`config.mk`:
```
export PLATFORM = sky130hd
export DESIGN_NAME = key_schedule
export DESIGN_NICKNAME = d
export VERILOG_FILES = /design/src/rtl/des_pkg.sv /design/src/rtl/key_rot28.sv /design/src/rtl/key_schedule.sv
export SDC_FILE = /design/constraint.sdc
export NUM_CORES = 1
export LEC_CHECK = 0
export BUFFER_PORTS_ARGS = -buffer_cell sky130_fd_sc_hd__buf_2
export CORE_MARGIN = 1.5
export CORE_UTILIZATION = 38
export DETAILED_ROUTE_END_ITERATION = 12
export GPL_ROUTABILITY_DRIVEN = 1
export PLACE_DENSITY = 0.64
export SYNTH_ARGS = -nofsm -noshare
export SYNTH_HDL_FRONTEND = slang
export SYNTH_SLANG_ARGS = --single-unit
export TNS_END_PERCENT = 5
```
`constraint.sdc`:
```
create_clock -name clk -period 3 [get_ports clk]
set_input_delay 0.15 -clock clk [delete_from_list [all_inputs] [get_ports clk]]
set_output_delay 0.15 -clock clk [all_outputs]
set_load 0.1 [all_outputs]
```
`src/rtl/des_pkg.sv`:
```
// Shared DES key-schedule constants: permuted-choice tables, per-round
// rotation amounts and the schedule FSM state encoding.
package des_pkg;

  // Entry i (0-based) gives the DES key bit number feeding C/D bit i+1
  localparam int PC1 [56] = '{
    57, 49, 41, 33, 25, 17,  9,
     1, 58, 50, 42, 34, 26, 18,
    10,  2, 59, 51, 43, 35, 27,
    19, 11,  3, 60, 52, 44, 36,
    63, 55, 47, 39, 31, 23, 15,
     7, 62, 54, 46, 38, 30, 22,
    14,  6, 61, 53, 45, 37, 29,
    21, 13,  5, 28, 20, 12,  4
  };

  localparam int PC2 [48] = '{
    14, 17, 11, 24,  1,  5,
     3, 28, 15,  6, 21, 10,
    23, 19, 12,  4, 26,  8,
    16,  7, 27, 20, 13,  2,
    41, 52, 31, 37, 47, 55,
    30, 40, 51, 45, 33, 48,
    44, 49, 39, 56, 34, 53,
    46, 42, 50, 36, 29, 32
  };

  // Encrypt rotates left, decrypt rotates right; entry r is applied to reach round r+1
  localparam logic [1:0] ENC_ROT [16] = '{
    2'd1, 2'd1, 2'd2, 2'd2, 2'd2, 2'd2, 2'd2, 2'd2,
    2'd1, 2'd2, 2'd2, 2'd2, 2'd2, 2'd2, 2'd2, 2'd1
  };

  localparam logic [1:0] DEC_ROT [16] = '{
    2'd0, 2'd1, 2'd2, 2'd2, 2'd2, 2'd2, 2'd2, 2'd2,
    2'd1, 2'd2, 2'd2, 2'd2, 2'd2, 2'd2, 2'd2, 2'd1
  };

  typedef enum logic [1:0] {
    IDLE = 2'd0,
    RUN  = 2'd1,
    DONE = 2'd2
  } ks_state_t;

endpackage

```
`src/rtl/key_rot28.sv`:
```
// 28-bit circular rotator for one key half; index 28 holds DES bit 1,
// so a left rotate moves bit 1 to the bottom.
module key_rot28 (
  input  logic [28:1] din,
  input  logic [1:0]  amount,
  input  logic        right,
  output logic [28:1] dout
);

  always_comb begin
    dout = din;
    case (amount)
      2'd1: dout = right ? {din[1], din[28:2]}   : {din[27:1], din[28]};
      2'd2: dout = right ? {din[2:1], din[28:3]} : {din[26:1], din[28:27]};
      default: dout = din;
    endcase
  end

endmodule

```
`src/rtl/key_schedule.sv`:
```
// DES round-key generator: emits 16 subkeys in encrypt or decrypt order over
// a valid/ready handshake, one rotation step per accepted subkey.
module key_schedule
  import des_pkg::*;
(
  input  logic        clk,
  input  logic        rst,
  input  logic        start,
  input  logic        decrypt,
  input  logic [64:1] key,
  output logic [48:1] subkey,
  output logic        subkey_valid,
  input  logic        subkey_ready,
  output logic [4:1]  round,
  output logic        busy,
  output logic        done
);

  ks_state_t   state;
  logic [56:1] cd;
  logic [56:1] pc1;
  logic [56:1] rot_in;
  logic [56:1] rot_out;
  logic        dec;
  logic [3:0]  nidx;
  logic [1:0]  rot_amt;
  logic        rot_right;
  logic        key_parity_unused;

  // Bit numbering: DES bit n of a vector [W:1] lives at index W+1-n
  for (genvar i = 0; i < 56; i++) begin : g_pc1
    assign pc1[56-i] = key[65-PC1[i]];
  end

  for (genvar i = 0; i < 48; i++) begin : g_pc2
    assign subkey[48-i] = cd[57-PC2[i]];
  end

  assign key_parity_unused = ^{key[57], key[49], key[41], key[33],
                               key[25], key[17], key[9],  key[1]};

  // In IDLE the rotator pre-rotates the freshly permuted key for round 1;
  // in RUN it advances the registered halves by the next round's amount.
  always_comb begin
    nidx = round + 4'd1;
    if (state == IDLE) begin
      rot_in    = pc1;
      rot_amt   = decrypt ? DEC_ROT[0] : ENC_ROT[0];
      rot_right = decrypt;
    end else begin
      rot_in    = cd;
      rot_amt   = dec ? DEC_ROT[nidx] : ENC_ROT[nidx];
      rot_right = dec;
    end
  end

  key_rot28 u_rot_c (
    .din    (rot_in[56:29]),
    .amount (rot_amt),
    .right  (rot_right),
    .dout   (rot_out[56:29])
  );

  key_rot28 u_rot_d (
    .din    (rot_in[28:1]),
    .amount (rot_amt),
    .right  (rot_right),
    .dout   (rot_out[28:1])
  );

  always_ff @(posedge clk) begin
    if (rst) begin
      state        <= IDLE;
      cd           <= '0;
      dec          <= 1'b0;
      round        <= '0;
      subkey_valid <= 1'b0;
      done         <= 1'b0;
    end else begin
      done <= 1'b0;
      case (state)
        IDLE: begin
          if (start) begin
            cd           <= rot_out;
            dec          <= decrypt;
            round        <= '0;
            subkey_valid <= 1'b1;
            state        <= RUN;
          end
        end
        RUN: begin
          if (subkey_valid && subkey_ready) begin
            if (round == 4'd15) begin
              subkey_valid <= 1'b0;
              done         <= 1'b1;
              state        <= DONE;
            end else begin
              cd    <= rot_out;
              round <= nidx;
            end
          end
        end
        DONE: state <= IDLE;
        default: begin
          subkey_valid <= 1'b0;
          state        <= IDLE;
        end
      endcase
    end
  end

  assign busy = (state != IDLE);

endmodule

```
## Yosys cells after proc, flatten, opt, wreduce, memory -nomap -nowiden

Memory sizes are Yosys's and may differ from the RTL's.
Cells that the tools add are included.

- Bits in registers: 65
- Bits in latches: 0
- Bits in read-only memories: 64
- Bits of input ports: 69
- Logic and storage cells: 64
- Output and inout bits: 55
- Memories kept: 2
- Bits in writable memories: 0

Memory list:

| memory | depth | bits a word | read ports | clocked after memory_dff | wr ports | RTL line | text |
|---|---|---|---|---|---|---|---|
| (no name shown) | 16 | 2 | 1 | 0 | 0 | key_schedule.sv:52 | `rot_amt = dec ? DEC_ROT[nidx] : ENC_ROT[nidx];` |
| (no name shown) | 16 | 2 | 1 | 0 | 0 | key_schedule.sv:52 |  |

- Multiply operators: 0
- Bitwise gates (word level): 4
- Add/sub/neg operators: 1
- Multiplexer cells: 32
- Shift-type cells: 0
- Equal/unequal tests: 9
- Reduce and logical (&&, ||, !) cells: 9
- Order comparisons: 1
- Divide/modulo/power cells: 0

Operator list:

| cell | number |
|---|---|
| 56-bit two-way mux | 4 |
| 28-bit two-way mux | 4 |
| 28-bit case mux with 2 select lines | 2 |
| 56-bit case mux with 2 select lines | 1 |
| 2-bit two-way mux | 9 |
| 4-bit two-way mux | 3 |
| 2-bit inequality test, second input constant | 4 |
| 4-bit case mux with 2 select lines | 1 |
| 4-bit AND reduction | 2 |
| 1-bit two-way mux | 6 |
| 5-bit greater-or-equal comparator, second input constant | 1 |
| 4-bit inverter with 5-bit output | 1 |
| 4-bit by 1-bit adder with 4-bit output, second input constant | 1 |
| 2-bit by 1-bit equality test with 1-bit output, second input constant | 2 |
| 2-bit equality test, second input constant | 2 |
| 4-bit equality test, second input constant | 1 |
| 2-bit case mux with 2 select lines | 1 |
| 2-bit nonzero test | 2 |
| 1-bit inverter | 3 |
| 1-bit case mux with 3 select lines | 1 |
| 3-bit AND reduction | 1 |
| 3-bit OR reduction | 1 |
| 2-bit zero test | 1 |
| 2-bit AND reduction | 1 |
| 1-bit logical AND | 1 |

## Longest topological paths before layout

- Word-level depth: 12
- Mapped depth: 16
- Depth with buffers taken out: 12

## Modules after synthesis

From an unflattened synthesis, not the netlist that was laid out.

- Cells, all modules: 742
- Area total of the unflattened synthesis: 6,297.3 µm²

Modules (own cells, without submodules):

| module | area each (µm²) | times used | seq. area each (µm²) | cells an instance |
|---|---|---|---|---|
| key_schedule | 3,799.9 | 1 | 1,301.2 | 420 |
| key_rot28 | 1,248.7 | 2 | 0.0 | 161 |

## Worst setup path before layout

No wires, ideal clock.

- Kind: reg2reg
- Start point: register round[2] (netlist bit)
- End point: register cd[14] (netlist bit)
- Cell stages (with the launch flop): 15
- Required time: 2.871 ns
- Buffers on the path: 3
- Library setup time: 0.129 ns
- Setup slack: -0.521 ns
- Period minus slack after synthesis: 3.521 ns
- Arrival time: 3.392 ns
- Cells stage by stage: dfxtp_1 -> ha_1 -> nor2_1 -> a21oi_1 -> o22ai_1 -> nor2b_1 -> or2_2 -> ha_1 -> clkbuf_1 -> inv_1 -> clkbuf_1 -> clkbuf_1 -> a31oi_1 -> a32oi_1 -> o21ai_0

- Longest elaborated chain between the ends: 12
- Elaborated cells between the ends (all ways): 20
- Classes of those cells: 1 x add/sub; 4 x eq/ne; 11 x mux; 1 x bitwise; 1 x reduce/logical; 2 x memory

Ends and longest elaborated chain:

| element | RTL line | text |
|---|---|---|
| start, declared | key_schedule.sv:14 | `output logic [4:1] round,` |
| start signal, assigned | key_schedule.sv:99 | `round <= nidx;` |
| 4-bit by 1-bit adder with 4-bit output | key_schedule.sv:45 | `nidx = round + 4'd1;` |
| 4-bit inverter with 5-bit output (not written as such) | key_schedule.sv:52 |  |
| memory read 16 x 2 bit | n/a |  |
| 2-bit two-way mux (not written as such) (2 in a row) | key_schedule.sv:52 |  |
| 2-bit two-way mux | key_schedule.sv:52 |  |
| 2-bit two-way mux | key_schedule.sv:46 | `if (state == IDLE) begin` |
| 2-bit equality test or 2-bit by 1-bit equality test with 1-bit output (tied branches) | key_rot28.sv:12 | `case (amount)` |
| 28-bit case mux with 2 select lines | key_rot28.sv:12 |  |
| 56-bit two-way mux | key_schedule.sv:93 | `if (round == 4'd15) begin` |
| 56-bit two-way mux | key_schedule.sv:92 | `if (subkey_valid && subkey_ready) begin` |
| 56-bit case mux with 2 select lines | key_schedule.sv:81 | `case (state)` |
| end signal, assigned | key_schedule.sv:84 | `cd <= rot_out;` |
| end signal, assigned | key_schedule.sv:98 | `cd <= rot_out;` |
| end, declared | key_schedule.sv:20 | `logic [56:1] cd;` |

Parallel ways exist; a longest one is shown, timed or not. The select of a mux whose other input is x is not followed.
A chain may end at the register's enable or synchronous reset.

## Worst setup path in the final report

- Start point: register round[1] (netlist bit)
- End point: register cd[34] (netlist bit)

The elaborated chain is that of the path after synthesis.

==> flow_metrics.tcl <==
set metrics [dict create \
    status "complete, no violations" \
    drc_errors 0 \
    drive_above_1_share 0.192 \
    async_flop_share 0 \
    final_common_cell "nand2_1" \
    reg2reg_to "cd[34]" \
    chipHeight_um 126 \
    end_kind "flip-flop" \
    final_cell_mix "nand2_1 (170), buf_2 (115), nand3_1 (96)" \
    antenna_found_initial 0 \
    hold_end "cd[20]" \
    grt_max_degree 97 \
    r2r-start "round[1]" \
    met3_usage 0.0463 \
    slowest_stage "dfxtp_4" \
    grt_pass1_wl_um 31200 \
    grt_use_total 0.239 \
    worst-path-stages 12 \
    skew_ns 0.00668 \
    cts_setup_buffers 0 \
    synth_cell_types 47 \
    drv_slew 0 \
    setup_ws_ns 0.149 \
    multi_input_area_mm2 0.00374 \
    crit_required_ns 3.23 \
    row_count 44 \
    die_x_um 126 \
    routedWlPerCell_um 18.6 \
    via_count 6849 \
    clk_pin_slew_worst_paths_ns 0.06 \
    cts_root_buf "clkbuf_16" \
    timing.hold.ws_ns 0.0674 \
    rrSetupSlack_ns 0.15 \
    ir_worst_vdd_mv 0.293 \
    setup_viol 0 \
    utilization 0.436 \
    fillCellCount 1570 \
    min_path_type "primary input to flip-flop" \
    pre_cts_ws_ns 0.150 \
    clock-sinks 65 \
    fin_crit_sh 0.950 \
    io_pins 124 \
    critPathKind "flip-flop to flip-flop" \
    cts_buffer_depth 2 \
    cts_tree "done" \
    combPwrFrac 0.373 \
    gr-total-overflow 0 \
    grt_pass1_vias 6157 \
    routed_wl_um 19700 \
    cp.arrival_ns 3.08 \
    maxSlewHeadroom 0.322 \
    busiest_layer "met2" \
    reg2reg_depth 12 \
    ctsHoldBuffers 0 \
    synth_flop_cell "dfxtp_1" \
    synth_edf_count 0 \
    drt_first_pass_iters 6 \
    detail-route-antenna-nets 0 \
    die_area_mm2 0.0159 \
    hp-start "key[3]" \
    path_cells "ha_1 -> and2_1 -> a21oi_1 -> o22ai_1 -> nor2b_1 -> or2_2 -> ha_1 -> buf_6 -> nand2b_2 -> buf_12 -> a21oi_1 -> a221o_1" \
    core_region_area_mm2 0.0147 \
    nets 946 \
    path_buf_inv 2 \
    p_sw_frac 0.422 \
    cap_violations 0 \
    synth_nets 921 \
    pwr-share-seq 0.304 \
    hpwl_um 13000 \
    start_util 0.393 \
    avgSynthCellArea_um2 6.81 \
    cts_buffers 9 \
    htree_levels 3 \
    finalCriticalPeriod_ns 2.85 \
    tightest_slew_ns 1.02 \
    pwr-share-clk 0.323 \
    yosysSeqAreaShare 0.225 \
    met1_usage 0.314 \
    powerDensity_mw_per_mm2 522 \
    ys_seq_elements 65 \
    whs_path_depth 2 \
    power_leakage_nw 2.49 \
    rsz0062_at_grt "false" \
    setup_tns_ns 0 \
    timing.final.hold_violations 0 \
    grt.met2_usage 0.389 \
    portBuffers 115 \
    place_congestion 0.895 \
    max_stage_delay_ns 0.36 \
    area_growth_pct 11.0 \
    post_drt_via_cell_ratio 6.46 \
    critPathMaxFanout 50 \
    syn_inst 848 \
    antenna-diode-count 0 \
    drtIter0Drc 916 \
    switching_power_mw 1.41 \
    yosysWarnings 0 \
    cp_top_family "simple AND/OR/NAND/NOR gates" \
    max_freq_mhz 351 \
    intPower_mw 1.93 \
    regArea_mm2 0.00131 \
    startpoint_type "flip-flop" \
    synth_area_mm2 0.00577 \
    clk_latency_ns 0.35 \
]
[Yosys cell counts, types with 5 or more instances]
cell type	n	area, um2
inv_1	7	26.3
a22oi_1	41	308
clkbuf_1	32	120
o22ai_1	7	43.8
nand2_1	170	638
a31oi_1	30	188
a311o_1	5	50.1
dfxtp_1	65	1300
nand3_1	96	480
a32oi_1	21	184
nand2b_1	28	175
buf_2	30	150
a221oi_1	28	245
nor2b_1	5	31.3
nor2_1	9	33.8
a221o_1	20	200
buf_4	52	390
o21ai_0	44	220
a21oi_1	94	470
buf_1	6	22.5
[power groups by stage]
stage	Combinational [mW]	Sequential [mW]	Clock [mW]
finish	1.25	1.02	1.08
detailed placement	1.23	1.03	0
floorplan	1.03	1.02	0
global placement	1.23	1.03	0
CTS	1.23	1.01	1.11
global route	1.32	1.03	1.14
[cell families after synthesis]
| group | synth area share |
|---|---|
| flip-flops | 0.225 |
| XOR/XNOR | 0.00152 |
| adder cells (fa/ha/maj) | 0.00867 |
| AND/OR/NAND/NOR | 0.252 |
| multiplexers | 0.00694 |
| buffers and inverters | 0.130 |
| AO/OA/AOI/OAI | 0.376 |
[what timing repair did]
action | CTS | global route
setup endpoints to repair | 0 | 45
endpoints found under the hold margin | 0 | 0
resized for setup | 0 | 2
[flip-flops by register name, indices dropped and copies added (netlist names)]
register,cells
done,1
dec,1
subkey_valid,1
state,2
round,4
cd,56
[area by class of cell]
| type | instances | share of cell area |
|---|---|---|
| clock buffer | 12 | 0.0400 |
| clock inverter | 3 | 0.00625 |
| timing repair buffer | 137 | 0.124 |
| inverter | 9 | 0.00527 |
| multi-input combinational | 651 | 0.584 |
| tap | 184 | 0.0359 |
| sequential | 65 | 0.205 |
[worst max path at each step]
stage / start / endpoint / slack, ns
2_1_floorplan: round[1] / cd[14] / 0.04
3_3_place_gp: round[1] / cd[49] / 0.17
3_5_place_dp: round[1] / cd[49] / 0.15
4_1_cts: round[1] / cd[12] / 0.13
5_1_grt: round[1] / cd[48] / 0.03
6_report: round[1] / cd[34] / 0.15
[metrics by stage]
step | total power, mW | area (um2) | cells
finish | 3.34 | 6410 | 1061
global route | 3.48 | 6410 | 1061
CTS | 3.35 | 6400 | 1061
detailed placement | 2.26 | 6110 | 1046
global placement | 2.26 | 6110 | 1046
floorplan | 2.05 | 5780 | 848
[routing by layer]
metal / wire, um / share of wire / vias to the layer above
met5: 0 / 0 / -
met4: 469 / 0.024 / 0
met3: 1860 / 0.094 / 42
met2: 9230 / 0.47 / 419
met1: 8170 / 0.41 / 3209
li1: - / - / 3179
Note: power is estimated with default switching activity, not from simulation.
